### config.mk
export PLATFORM = sky130hd
export DESIGN_NAME = johnson_decode_monitor
export DESIGN_NICKNAME = d
export VERILOG_FILES = /design/src/rtl/johnson_pkg.sv /design/src/rtl/johnson_decode.sv /design/src/rtl/johnson_decode_monitor.sv
export SDC_FILE = /design/constraint.sdc
export NUM_CORES = 1
export LEC_CHECK = 0
export ABC_AREA = 1
export CAP_MARGIN = 40
export CORE_AREA = 2 2 73 58
export CTS_BUF_LIST = sky130_fd_sc_hd__clkbuf_4 sky130_fd_sc_hd__clkbuf_8
export CTS_CLUSTER_SIZE = 40
export DETAILED_ROUTE_END_ITERATION = 7
export DIE_AREA = 0 0 75 60
export DONT_BUFFER_PORTS = 1
export SLEW_MARGIN = 30
export SYNTH_ARGS = -nofsm -noshare
export SYNTH_HDL_FRONTEND = slang
export SYNTH_HIERARCHICAL = 1
export SYNTH_SLANG_ARGS = --single-unit
export TNS_END_PERCENT = 30
### constraint.sdc
create_clock -name clock -period 5.7 [get_ports clock]
set_clock_uncertainty 0.1 [all_clocks]
set_input_delay 0.285 -clock clock [delete_from_list [all_inputs] [get_ports clock]]
set_output_delay 0.285 -clock clock [all_outputs]
set_load 0.01 [all_outputs]
### src/rtl/johnson_pkg.sv
`default_nettype none
// ============================================================================
// Module      : johnson_pkg
// Description : Shared state encoding and width helper for the Johnson
//               code decoder / sequence monitor.
// Revision    : 1.0 - initial release
// ============================================================================
package johnson_pkg;

   localparam int STATE_W = 2;
   typedef logic [STATE_W-1:0] state_t;

   localparam state_t ST_INIT  = 2'd0;
   localparam state_t ST_TRACK = 2'd1;
   localparam state_t ST_ERR   = 2'd2;

   // Index width needed to number all 2*width states of a width-bit code.
   function automatic int idx_w(input int width);
      return $clog2(2 * width);
   endfunction

endpackage
`default_nettype wire

### src/rtl/johnson_decode.sv
`default_nettype none
// ============================================================================
// Module      : johnson_decode
// Description : Combinational Johnson code to binary index decoder with a
//               legality flag.
// Revision    : 1.0 - initial release
// ============================================================================
module johnson_decode
   import johnson_pkg::*;
#(
   parameter int WIDTH = 4,
   parameter int IDX_W = idx_w(WIDTH)
)(
   input  logic [WIDTH-1:0] code_i,
   output logic [IDX_W-1:0] index_o,
   output logic             legal_o
);

   int               pop;
   logic [WIDTH-1:0] mask_lo;
   logic [WIDTH-1:0] mask_hi;

   // A legal code is a run of ones anchored at bit 0 (filling half) or
   // anchored at the MSB (draining half); popcount then gives the index.
   always_comb begin
      pop     = 0;
      mask_lo = '0;
      mask_hi = '0;
      index_o = '0;
      legal_o = 1'b0;
      for (int i = 0; i < WIDTH; i++) begin
         if (code_i[i]) pop++;
      end
      for (int i = 0; i < WIDTH; i++) begin
         mask_lo[i] = (i < pop);
         mask_hi[i] = (i >= WIDTH - pop);
      end
      if (code_i == '0) begin
         index_o = '0;
         legal_o = 1'b1;
      end else if (code_i[0]) begin
         index_o = IDX_W'(pop);
         legal_o = (code_i == mask_lo);
      end else begin
         index_o = IDX_W'(2 * WIDTH - pop);
         legal_o = (code_i == mask_hi);
      end
   end

endmodule
`default_nettype wire

### src/rtl/johnson_decode_monitor.sv
`default_nettype none
// ============================================================================
// Module      : johnson_decode_monitor
// Description : Tracks a sampled Johnson counter, reporting index, step
//               direction, net position and illegal / sequence errors.
// Revision    : 1.0 - initial release
// ============================================================================
module johnson_decode_monitor
   import johnson_pkg::*;
#(
   parameter int WIDTH = 4,
   parameter int CNT_W = 8,
   parameter int IDX_W = idx_w(WIDTH)
)(
   input  logic             clock,
   input  logic             reset,
   input  logic             enable,
   input  logic             clear_err,
   input  logic [WIDTH-1:0] code_in,
   output logic [IDX_W-1:0] index_out,
   output logic             valid,
   output logic             dir,
   output logic             step,
   output logic             illegal,
   output logic             seq_err,
   output logic [CNT_W-1:0] position
);

   localparam int NSTATES = 2 * WIDTH;

   state_t           state_q,   state_d;
   logic [IDX_W-1:0] index_q,   index_d;
   logic             valid_q,   valid_d;
   logic             dir_q,     dir_d;
   logic             step_q,    step_d;
   logic             illegal_q, illegal_d;
   logic             seq_err_q, seq_err_d;
   logic [CNT_W-1:0] pos_q,     pos_d;

   logic [IDX_W-1:0] w_idx;
   logic             w_legal;
   logic [IDX_W:0]   w_delta;
   logic             w_same;
   logic             w_fwd;
   logic             w_bwd;

   johnson_decode #(
      .WIDTH (WIDTH),
      .IDX_W (IDX_W)
   ) u_decode (
      .code_i  (code_in),
      .index_o (w_idx),
      .legal_o (w_legal)
   );

   // Modular distance from the last accepted index; NSTATES need not be a
   // power of two, so the wrap is added explicitly.
   always_comb begin
      w_delta = {1'b0, w_idx} - {1'b0, index_q};
      if (w_idx < index_q) w_delta = w_delta + (IDX_W+1)'(NSTATES);
   end

   assign w_same = (w_delta == '0);
   assign w_fwd  = (w_delta == (IDX_W+1)'(1));
   assign w_bwd  = (w_delta == (IDX_W+1)'(NSTATES - 1));

   always_ff @(posedge clock or negedge reset) begin
      if (!reset) state_q <= ST_INIT;
      else        state_q <= state_d;
   end

   always_comb begin
      state_d = state_q;
      case (state_q)
         ST_INIT: begin
            if (enable && w_legal) state_d = ST_TRACK;
         end
         ST_TRACK: begin
            if (enable && (!w_legal || !(w_same || w_fwd || w_bwd))) state_d = ST_ERR;
         end
         ST_ERR: begin
            if (clear_err) state_d = ST_INIT;
         end
         default: state_d = ST_INIT;
      endcase
   end

   always_comb begin
      index_d   = index_q;
      valid_d   = valid_q;
      dir_d     = dir_q;
      step_d    = 1'b0;
      illegal_d = 1'b0;
      seq_err_d = seq_err_q;
      pos_d     = pos_q;
      case (state_q)
         ST_INIT: begin
            if (enable) begin
               if (w_legal) begin
                  index_d = w_idx;
                  valid_d = 1'b1;
                  pos_d   = '0;
               end else begin
                  illegal_d = 1'b1;
               end
            end
         end
         ST_TRACK: begin
            if (enable) begin
               if (!w_legal) begin
                  illegal_d = 1'b1;
                  seq_err_d = 1'b1;
                  valid_d   = 1'b0;
               end else if (w_fwd) begin
                  step_d  = 1'b1;
                  dir_d   = 1'b0;
                  pos_d   = pos_q + CNT_W'(1);
                  index_d = w_idx;
               end else if (w_bwd) begin
                  step_d  = 1'b1;
                  dir_d   = 1'b1;
                  pos_d   = pos_q - CNT_W'(1);
                  index_d = w_idx;
               end else if (!w_same) begin
                  seq_err_d = 1'b1;
                  valid_d   = 1'b0;
               end
            end
         end
         ST_ERR: begin
            if (enable && !w_legal) illegal_d = 1'b1;
            if (clear_err) begin
               seq_err_d = 1'b0;
               pos_d     = '0;
            end
         end
         default: ;
      endcase
   end

   always_ff @(posedge clock or negedge reset) begin
      if (!reset) begin
         index_q   <= '0;
         valid_q   <= 1'b0;
         dir_q     <= 1'b0;
         step_q    <= 1'b0;
         illegal_q <= 1'b0;
         seq_err_q <= 1'b0;
         pos_q     <= '0;
      end else begin
         index_q   <= index_d;
         valid_q   <= valid_d;
         dir_q     <= dir_d;
         step_q    <= step_d;
         illegal_q <= illegal_d;
         seq_err_q <= seq_err_d;
         pos_q     <= pos_d;
      end
   end

   assign index_out = index_q;
   assign valid     = valid_q;
   assign dir       = dir_q;
   assign step      = step_q;
   assign illegal   = illegal_q;
   assign seq_err   = seq_err_q;
   assign position  = pos_q;

endmodule
`default_nettype wire

==> results of run 1 <==
[Yosys cell counts, types with 2 or more instances]
master | n | area share (%)
nor2_1 | 10 | 2.0
xor2_1 | 4 | 1.9
a31oi_1 | 2 | 0.68
nand2_2 | 7 | 2.4
nand3_4 | 2 | 1.9
nand3_2 | 6 | 3.3
nand2_1 | 78 | 16
nor3_1 | 3 | 0.82
nor2_8 | 2 | 2.2
o211ai_1 | 2 | 0.82
nand4_1 | 6 | 2.0
nand3_1 | 16 | 4.4
a211oi_1 | 2 | 0.82
nand2_4 | 7 | 4.3
dfrtp_1 | 18 | 25
nor2_2 | 2 | 0.68
fa_1 | 3 | 3.3
inv_1 | 34 | 6.9
a21oi_1 | 5 | 1.4
a21o_1 | 2 | 0.82
ha_1 | 17 | 12
inv_2 | 10 | 2.0
[worst min path at each step]
stage / to / slack, ps / cells past startpoint
floorplan: dir / -110 / 0
global placement: position[4] / -110 / 0
detailed placement: position[6] / -110 / 0
CTS: state_q[1] / 110 / 3
global route: illegal / 130 / 2
finish: state_q[1] / 110 / 3
[report_power, final]
group          internal (uW)  switching (uW)
logic                    149             269
registers                155            36.9
clock network           61.4            44.5
[worst min-delay path, delay by kind of cell]
family                 cells  cell delay, ps
buffers and inverters      1              20
and+or+nand+nor            2             140
[cell usage in the layout (no fill, tap or decap), types with 2 or more instances in the layout]
master	n
nor2_2	2
a21oi_1	5
nor3_1	3
a211oi_1	2
clkbuf_8	4
dfrtp_1	18
fa_1	3
nand3_1	16
nand4_1	6
nand3_2	6
nand3_4	2
nor2_1	10
o211ai_1	2
nand2_2	7
xor2_1	4
nand2_4	7
nor2_8	2
inv_2	10
a31oi_1	2
nand2_1	78
ha_1	17
inv_1	34
a21o_1	2
[cell type report]
type	count	area [sq um]
Fill cell	383	1853
Multi-Input combinational cell	188	1211
Sequential cell	18	450.4
Inverter	46	175.2
Tap cell	55	68.82
Clock buffer	4	55.05
Timing Repair Buffer	2	15.01
[cell families (layout without fill, tap and decap cells)]
family                   Yosys count  in the layout  share of synthesized area [%]
AND/OR/NAND/NOR                  144            144                          42.10
buffers and inverters             46             52                          9.537
XOR/XNOR                           5              5                          2.384
adder cells (fa/ha/maj)           20             20                          14.85
flip-flops                        18             18                          24.52
other                              1              1                         0.2042
AO/OA/AOI/OAI                     18             18                          6.402
[through the flow]
step / utilization, % / cell area (sq um) / hold WS, ps / setup WS, ps / power (uW)
final: 51.60 / 1976 / 113.1 / 1065 / 714.9
after global routing: 51.60 / 1976 / 129.4 / 728.9 / 787.7
after CTS: 51.47 / 1971 / 113.4 / 1047 / 724.2
after detailed placement: 49.77 / 1906 / -110.3 / 785.3 / 612.6
after global placement: 49.77 / 1906 / -110.3 / 871.5 / 606.3
after floorplan: - / 1837 / -110.6 / 1161 / 542.1
[routing by layer]
layer / GRT usage (%) / vias up / wire [um]
li1: - / 805 / -
met1: 28.22 / 667 / 1974
met2: 25.69 / 33 / 1559
met3: 4.047 / 0 / 159
met4: 2.296 / 0 / 0
met5: 0 / - / 0
[state kept, by name (all words and copies together) (netlist names)]
name / flops
seq_err: 1
position: 8
step: 1
dir: 1
state_q: 2
illegal: 1
index_out: 3
valid: 1
==> metrics.txt, run 1 <==
Post-synth EDFFs 0; Clock Tree Buf Depth 2; vias in the first global route 1390; share of cells above drive strength 1 18.22%; reg2reg start index_out[0]; initial core utilization 47.97%; Final min period around 4600 ps; RSZ-0062 raised after global routing false; Slew Limit Fails 0; CTS tree done; Post-synth ARST share 100.0%; startpoint type of the worst setup path input port; Leak Pwr 0.001102 uW; Final setup viols 0; WL/cell 11.80 um; Tcrit/Tclk final 81.32%; die height 60 um; first-pass GRT wire length ~6300 um; largest net degree at the start of global routing 19; initial antenna violation count 0; post-CTS setup buffers 0; Final #Nets 287; I/O pin count 24; CP Depth 27; clk root buf clkbuf_8; diodes inserted 0; reg2reg path depth 17; Num CTS Buffers 3; status complete, no violations; CP max FO 10; Placed Cells incl. Taps 307; worst ir drop on vdd 0.1332 mV; Die X 75 um; Worst Path Required 5750 ps; average cell area after synthesis 7.289 sq um; # hold bufs at CTS 1; GRT Util Overall 18.03%; Fmax achieved 0.2157 GHz; critical path's slowest cell fa_1; via count 1505; flop-to-flop setup slack 2400 ps; GRT overflow 0; hold path start clear_err; CP delay by family, top adder cells; Mapped Cells 252; Yosys warnings 6; CP Buf/Inv Count 5; Core ar. 3829 sq um; sequential share of the synthesized area 24.52%; RePlAce Congestion 0.8645; non-filler instance count after layout approximately 310; final WL 3693 um; slowest stage delay, CP roughly 420 ps; Clock transition at path regs 70 ps; Critical Path Sink position[7]; IO Port Bufs 0; H-tree Lvls 1; syn_nets 280; Pwr per Cell Area approximately 360 nW/um^2; Synth cell types 36; WS Path Type in -> reg; Area Growth Syn to Fin 7.561%; drt pass-1 iters 4; vias per cell 4.808; later-pin clock latency in the skew report 260 ps; DRT iter0 DRCs 59; Slew HR between 50% and 60%; Final HPWL DP 2999 um; Crit. End Element flip-flop; worst hold path type in -> reg; Yosys reg bits 18; CP arrival between 4000 and 5000 ps; Slew @ Worst Pin 598.2 ps; worst r2r dst position[7]; Post-Syn Area 1837 sq um; Critical path origin code_in[0]; Detail Route Antenna Nets 0; max_cap viols 0; row count 20; post_cts resized 0; clk sink count 18; Final Hold Vio Count 0; die area 4500 sq um; Setup TNS 0 ps; Most Frequent Cell on Critical Path nand2_1; top_reg_cell synth dfrtp_1; DR DRC count 0
(Power assumes the default switching activity.)
==> inputs of run 2 (changes only) <==
ABC_AREA = 0   (was 1)
CORE_AREA = 2 2 71 56   (was 2 2 73 58)
DIE_AREA = 0 0 73 58   (was 0 0 75 60)
PLACE_DENSITY = 0.66   (was default)
clock period = 4.21 ns   (was 5.7 ns; I/O delays follow)
==> run 2 against run 1 <==
Net effect: the flow now finishes with violations (negative setup slack); combinational power grew 140%; sequential share of layout area down 4.0 points; count of clock-buffer cells in the layout is the same; synthesized area down 6.9%; first-iteration DRC count rose by 100%; total power increased by 96%; worst hold slack got worse by 55 ps; critical path type unchanged.
==> metrics.txt, run 2 <==
row count 19 (was 20); clk root buf clkbuf_8 (unchanged); hold path start clear_err (unchanged); DR DRC count 0 (unchanged); top_reg_cell synth dfrtp_1 (unchanged); via count 1635 (was 1505); CP max FO 6 (was 10); Most Frequent Cell on Critical Path ha_4 (was nand2_1); most frequent cells in the layout 46 x buf_4, 18 x dfrtp_1, 17 x o21ai_0, 16 x inv_1, 15 x nand2_1 (was 78 x nand2_1, 34 x inv_1, 18 x dfrtp_1, 17 x ha_1, 16 x nand3_1); Yosys warnings 6 (unchanged); DRT iter0 DRCs 118 (was 59); Final setup viols 4 (was 0); post-place setup slack -629.8 ps (was 785.3 ps); slowest stage delay, CP 420 ps (about the same); CTS tree done (unchanged); area leader, netlist dfrtp_1 (unchanged); first-pass GRT wire length 7355 um (was 6299 um); status finished, violations left (was complete, no violations); Area Growth Syn to Fin 40.34% (was 7.561%); worst hold path type in -> reg (unchanged); reg2reg start index_out[0] (unchanged); Detail Route Antenna Nets 0 (unchanged); register area 450.4 sq um (unchanged); Core ar. 3542 sq um (was 3829 sq um); final WL 4505 um (was 3693 um); largest net degree at the start of global routing 19 (unchanged); Fmax achieved between 0.2 and 0.25 GHz; syn_nets 223 (was 280); Final WS setup -264.2 ps (was 1065 ps); area taken by multi-input logic gates 1370 sq um (was 1211 sq um); sequential share of the synthesized area 26.35% (was 24.52%); Worst Path Required 4250 ps (was 5750 ps); worst hold path depth 2 (was 3); Clock Tree Buf Depth 2 (unchanged); Final Hold Vio Count 0 (unchanged); final instance area 2399 sq um (was 1976 sq um); Post-Syn Area 1709 sq um (was 1837 sq um); Num CTS Buffers 3 (unchanged); Post-synth ARST share 100.0% (unchanged); Final #Nets 274 (was 287); drt pass-1 iters 4 (unchanged); clk sink count 18 (unchanged); number of flip-flops in the largest register 8 (unchanged); H-tree Lvls 1 (unchanged); Slew Limit Fails 0 (unchanged); Mapped Cells 195 (was 252); die height 58 um (was 60 um); Clock transition at path regs 70 ps (about the same); filler cell count 272 (was 383); Post-synth EDFFs 0 (unchanged); reg2reg path depth 14 (was 17); max_cap viols 0 (unchanged); vias in the first global route 1599 (was 1390); initial antenna violation count 0 (unchanged); vias per cell 5.697 (was 4.808); CP arrival 4520 ps (was 4680 ps); Pwr per Cell Area 585.0 nW/um^2 (was 361.9 nW/um^2); WL/cell 15.70 um (was 11.80 um); later-pin clock latency in the skew report 250 ps (was 260 ps); Placed Area 2182 sq um (was 1906 sq um); flop-to-flop setup slack 480 ps (was 2400 ps); Leak Pwr 0.001073 uW (was 0.001102 uW); worst r2r dst position[6] (was position[7]); Hold EP state_q[1] (unchanged); Crit. End Element flip-flop (unchanged); top-count cell post-synth o21ai_0 (was nand2_1); WS Path Type in -> reg (unchanged); die area 4234 sq um (was 4500 sq um); critical path's slowest cell or3_4 (was fa_1); Yosys reg bits 18 (unchanged); worst ir drop on vdd 0.4261 mV (was 0.1332 mV); commonest non-fill, non-tap cell in the layout buf_4 (was nand2_1); Tcrit/Tclk final 106.3%; Area contributors post-synth dfrtp_1 26%, ha_1 12%, o21ai_0 6.1% (was dfrtp_1 25%, nand2_1 16%, ha_1 12%); share of cells above drive strength 1 38.78% (was 18.22%); Setup TNS -572.6 ps (was 0 ps); I/O pin count 24 (unchanged); RSZ-0062 raised after global routing true (was false); Die X 73 um (was 75 um); diodes inserted 0 (unchanged); average cell area after synthesis 8.765 sq um (was 7.289 sq um); Final min period 4474 ps; IO Port Bufs 0 (unchanged); startpoint type of the worst setup path input port (unchanged); GRT overflow 0 (unchanged); Final HPWL DP 3560 um (was 2999 um); RePlAce Congestion 0.9334 (was 0.8645); GRT Util Overall 22.27% (was 18.03%); violated checks negative setup slack; crit path cell chain ha_4, nor2b_4, or2_4, ha_4, nand2b_4, o21a_4, ha_4, a21oi_2, nor2_2, fa_2, fa_2, and3_4, or2_4, or3_4, ha_4, nor2b_1, o21ai_2, a21boi_2, o21a_1, or3_1, a32o_1; Synth cell types 55 (was 36); initial core utilization 48.25% (was 47.97%); share of the synthesized area in the top cell type 26.35% (was 24.52%); commonest cells in the netlist 21 x o21ai_0, 18 x dfrtp_1, 17 x ha_1, 17 x inv_1, 15 x nand2_1 (was 78 x nand2_1, 34 x inv_1, 18 x dfrtp_1)
## run 2: cell count changes after synthesis, moves of 6 or more
cell	previous run	this run
nand2_1	78	15
o21ai_0	1	21
inv_1	34	17
nand3_1	16	3
a21oi_1	5	13
inv_2	10	2
nand2_2	7	0
nand2_4	7	0
nor2b_1	0	7
nand3_2	6	0
## run 2: kinds of logic (layout without fill, tap and decap cells)
family                   after synthesis  after routing  share of synthesized area (%)
AO/OA/AOI/OAI                         60             60                          24.23
AND/OR/NAND/NOR                       60             60                          20.79
buffers and inverters                 24             74                          6.149
adder cells (fa/ha/maj)               20             20                          15.96
flip-flops                            18             18                          26.35
XOR/XNOR                              11             11                          5.637
other                                  1              1                         0.2194
multiplexers                           1              1                         0.6588
## run 2: stage by stage
| stage | total power [uW] | hold slack, ps | utilization, % | cells |
|---|---|---|---|---|
| 2_1_floorplan | 816.1 | -185.1 | - | 195 |
| 3_3_place_gp | 1091 | -184.7 | 61.60 | 273 |
| 3_5_place_dp | 1126 | -184.7 | 61.60 | 273 |
| 4_1_cts | 1315 | 58.05 | 64.82 | 282 |
| 5_1_grt | 1513 | 57.27 | 67.71 | 287 |
| 6_report | 1403 | 58.40 | 67.71 | 287 |
## run 2: critical path, delay by kind of cell
family / cells / cell delay, ps
adders and majority gates: 6 / 1590
and+or+nand+nor: 9 / 1780
AOI/OAI and AO/OA: 6 / 930
## run 2: worst max path at each step
stage | depth (start not counted) | slack, ps | startpoint | to
5_1_grt | 22 | -410 | code_in[0] | position[7]
6_report | 21 | -260 | code_in[0] | position[6]
3_5_place_dp | 23 | -630 | code_in[0] | position[6]
4_1_cts | 21 | -190 | code_in[0] | position[6]
3_3_place_gp | 24 | -490 | code_in[0] | position[6]
2_1_floorplan | 21 | -490 | code_in[1] | position[6]
## run 2: timing repair
action,in CTS,in global routing
gates resized for setup,5,12
setup endpoints to repair,3,7
hold buffers,2,0
endpoints found under the hold margin,19,0
buffers inserted,3,4
pin swaps,5,8
## run 2: cell type report
cell class | count | area share (%)
Clock buffer | 4 | 2.295
Sequential cell | 18 | 18.78
Multi-Input combinational cell | 153 | 57.12
Timing Repair Buffer | 50 | 16.17
Tap cell | 42 | 2.191
Inverter | 20 | 3.443
## run 2: per-layer routing
layer  track usage [%]  vias up  routed length (um)
met3             5.565        6                 298
met1             32.79      786                2189
li1                  -      792                   -
met4             4.233        0                  45
met5                 0        -                   0
met2             33.33       51                1971
## run 2: power breakdown
group          internal, uW  leakage [uW]  total (uW)  switching [uW]
Clock                  83.2     0.0000288         141            58.0
Sequential              211      0.000242         271            59.4
Combinational           541      0.000802         991             450
==> inputs of run 3 (changes only) <==
CORE_AREA = 2 2 68 54   (was 2 2 71 56)
DIE_AREA = 0 0 70 56   (was 0 0 73 58)
PLACE_DENSITY = 0.69   (was 0.66)
==> run 3 against run 2 <==
Net effect: the run still ends with negative setup slack left; die area shrank 7.4%; sequential cell count is the same; sequential power is essentially flat; worst setup slack gained 37 ps; combinational power shrank 3.4%; first-iteration DRC count shrank 25%; utilization grew 5.9 points; fmax grew 0.84%; largest cell class unchanged.
==> metrics.txt, run 3 (synthesis gave the netlist of run 2 again) <==
final WL 4306 um (was 4505 um); Area Growth Syn to Fin 37.77% (was 40.34%); die height 56 um (was 58 um); Crit. End Element flip-flop (unchanged); worst hold path type in -> reg (unchanged); I/O pin count 24 (unchanged); die area 3920 sq um (was 4234 sq um); most frequent cells in the layout 40 x buf_4, 18 x dfrtp_1, 17 x o21ai_0, 15 x inv_1, 15 x nand2_1 (was 46 x buf_4, 18 x dfrtp_1, 17 x o21ai_0, 16 x inv_1, 15 x nand2_1); RSZ-0062 raised after global routing true (unchanged); flop-to-flop setup slack 470 ps (was 480 ps); later-pin clock latency in the skew report 250 ps (about the same); Final #Nets 268 (was 274); largest net degree at the start of global routing 19 (unchanged); WS Path Type in -> reg (unchanged); commonest non-fill, non-tap cell in the layout buf_4 (unchanged); DR DRC count 0 (unchanged); Leak Pwr 0.001042 uW (was 0.001073 uW); Tcrit/Tclk final 105.4% (was 106.3%); Setup TNS -459.6 ps (was -572.6 ps); hold path start clear_err (unchanged); CTS tree done (unchanged); GRT Util Overall 21.08% (was 22.27%); post-place setup slack -613.2 ps (was -629.8 ps); DRT iter0 DRCs 88 (was 118); Placed Area 2127 sq um (was 2182 sq um); row count 18 (was 19); startpoint type of the worst setup path input port (unchanged); IO Port Bufs 0 (unchanged); Pwr Total 1367 uW (was 1403 uW); max_cap viols 0 (unchanged); reg2reg path depth 15 (was 14); Final min period 4437 ps (was 4474 ps); initial antenna violation count 0 (unchanged); vias per cell 5.742 (was 5.697); worst hold path depth 2 (unchanged); Fmax achieved 0.2254 GHz (was 0.2235 GHz); worst r2r dst position[7] (was position[6]); violated checks negative setup slack (unchanged); Clock transition at path regs 70 ps (about the same); number of flip-flops in the largest register 8 (unchanged); GRT overflow 0 (unchanged); WL/cell 15.43 um (was 15.70 um); final instance area 2355 sq um (was 2399 sq um); clk sink count 18 (unchanged); filler cell count 220 (was 272); Clock Tree Buf Depth 2 (unchanged); Final Hold Vio Count 0 (unchanged); first-pass GRT wire length 6720 um (was 7355 um); Slew Limit Fails 0 (unchanged); initial core utilization 53.44% (was 48.25%); status finished, violations left (unchanged); share of cells above drive strength 1 37.24% (was 38.78%); CP max FO 6 (unchanged); diodes inserted 0 (unchanged); Num CTS Buffers 3 (unchanged); Hold EP state_q[1] (unchanged); Detail Route Antenna Nets 0 (unchanged); Final WS setup -227.0 ps (was -264.2 ps); via count 1602 (was 1635); RePlAce Congestion 0.8814 (was 0.9334); vias in the first global route 1484 (was 1599); Final Util 73.63% (was 67.71%); Final HPWL DP 3185 um (was 3560 um); drt pass-1 iters 4 (unchanged); reg2reg start index_out[0] (unchanged); Critical path origin code_in[0] (unchanged); clk root buf clkbuf_8 (unchanged); Final setup viols 3 (was 4); H-tree Lvls 1 (unchanged); Pwr per Cell Area 580.5 nW/um^2 (was 585.0 nW/um^2); Die X 70 um (was 73 um); CP arrival 4520 ps (about the same); Worst Path Required 4300 ps (was 4250 ps); Core ar. 3198 sq um (was 3542 sq um); worst ir drop on vdd 0.3612 mV (was 0.4261 mV)
-- run 3: cell types whose count changed in the layout (fill, tap and decap cells not counted), sizes merged --
cell,previous run,this run
buf,48,42
-- run 3: timing repair --
item / CTS / global route
setup buffers: 0 / 8
resized for setup: 3 / 15
setup endpoints to repair: 3 / 8
hold buffers: 2 / 0
pin swaps: 4 / 10
endpoints found under the hold margin: 19 / 0
-- run 3: metrics by stage --
step	hold WS (ps)	cells
6_report	64.30	279
5_1_grt	64.73	279
4_1_cts	59.68	270
3_5_place_dp	-184.7	264
3_3_place_gp	-184.7	264
2_1_floorplan	-185.1	195
-- run 3: worst max-delay path by stage --
stage	cells past startpoint	endpoint
2_1_floorplan	21	position[6]
3_3_place_gp	21	position[6]
3_5_place_dp	23	position[6]
4_1_cts	21	position[6]
5_1_grt	23	position[6]
6_report	22	position[7]
-- run 3: layout make-up --
cell class / count / area [sq um] / share of cell area (%)
repair buffers: 44 / 342.8 / 14.56
inverters: 20 / 82.58 / 3.507
clock buffers: 4 / 55.05 / 2.338
flip-flops and latches: 18 / 450.4 / 19.13
well taps: 40 / 50.05 / 2.125
multi-input cells: 153 / 1374 / 58.34
-- run 3: layer usage --
metal | wire length [um] | up-vias | global-route usage (%)
met5 | 0 | - | 0
met4 | 10 | 0 | 1.648
met3 | 291 | 3 | 6.159
met2 | 2107 | 59 | 35.51
met1 | 1896 | 761 | 28.06
li1 | - | 779 | -
-- run 3: where the power goes --
part | internal [uW] | total, uW | switching [uW]
logic | 515 | 957 | 442
clock network | 83.1 | 141 | 57.7
registers | 211 | 269 | 57.7
total | 810 | 1370 | 557
-- run 3: worst max-delay path, cell delays in order --
cell and delay (ps):
ha_4 140, nor2b_4 120, or2_4 240, ha_4 270, nand2b_4 120, o21a_4 160, ha_4 210, a21oi_2 140
nor2_2 60, fa_2 330, fa_2 360, and3_4 160, or2_4 230, or3_4 390, buf_6 150, ha_4 240
a211oi_4 250, o211ai_1 130, nand2_1 120, xnor2_2 70, or3b_1 370, o21ai_1 70
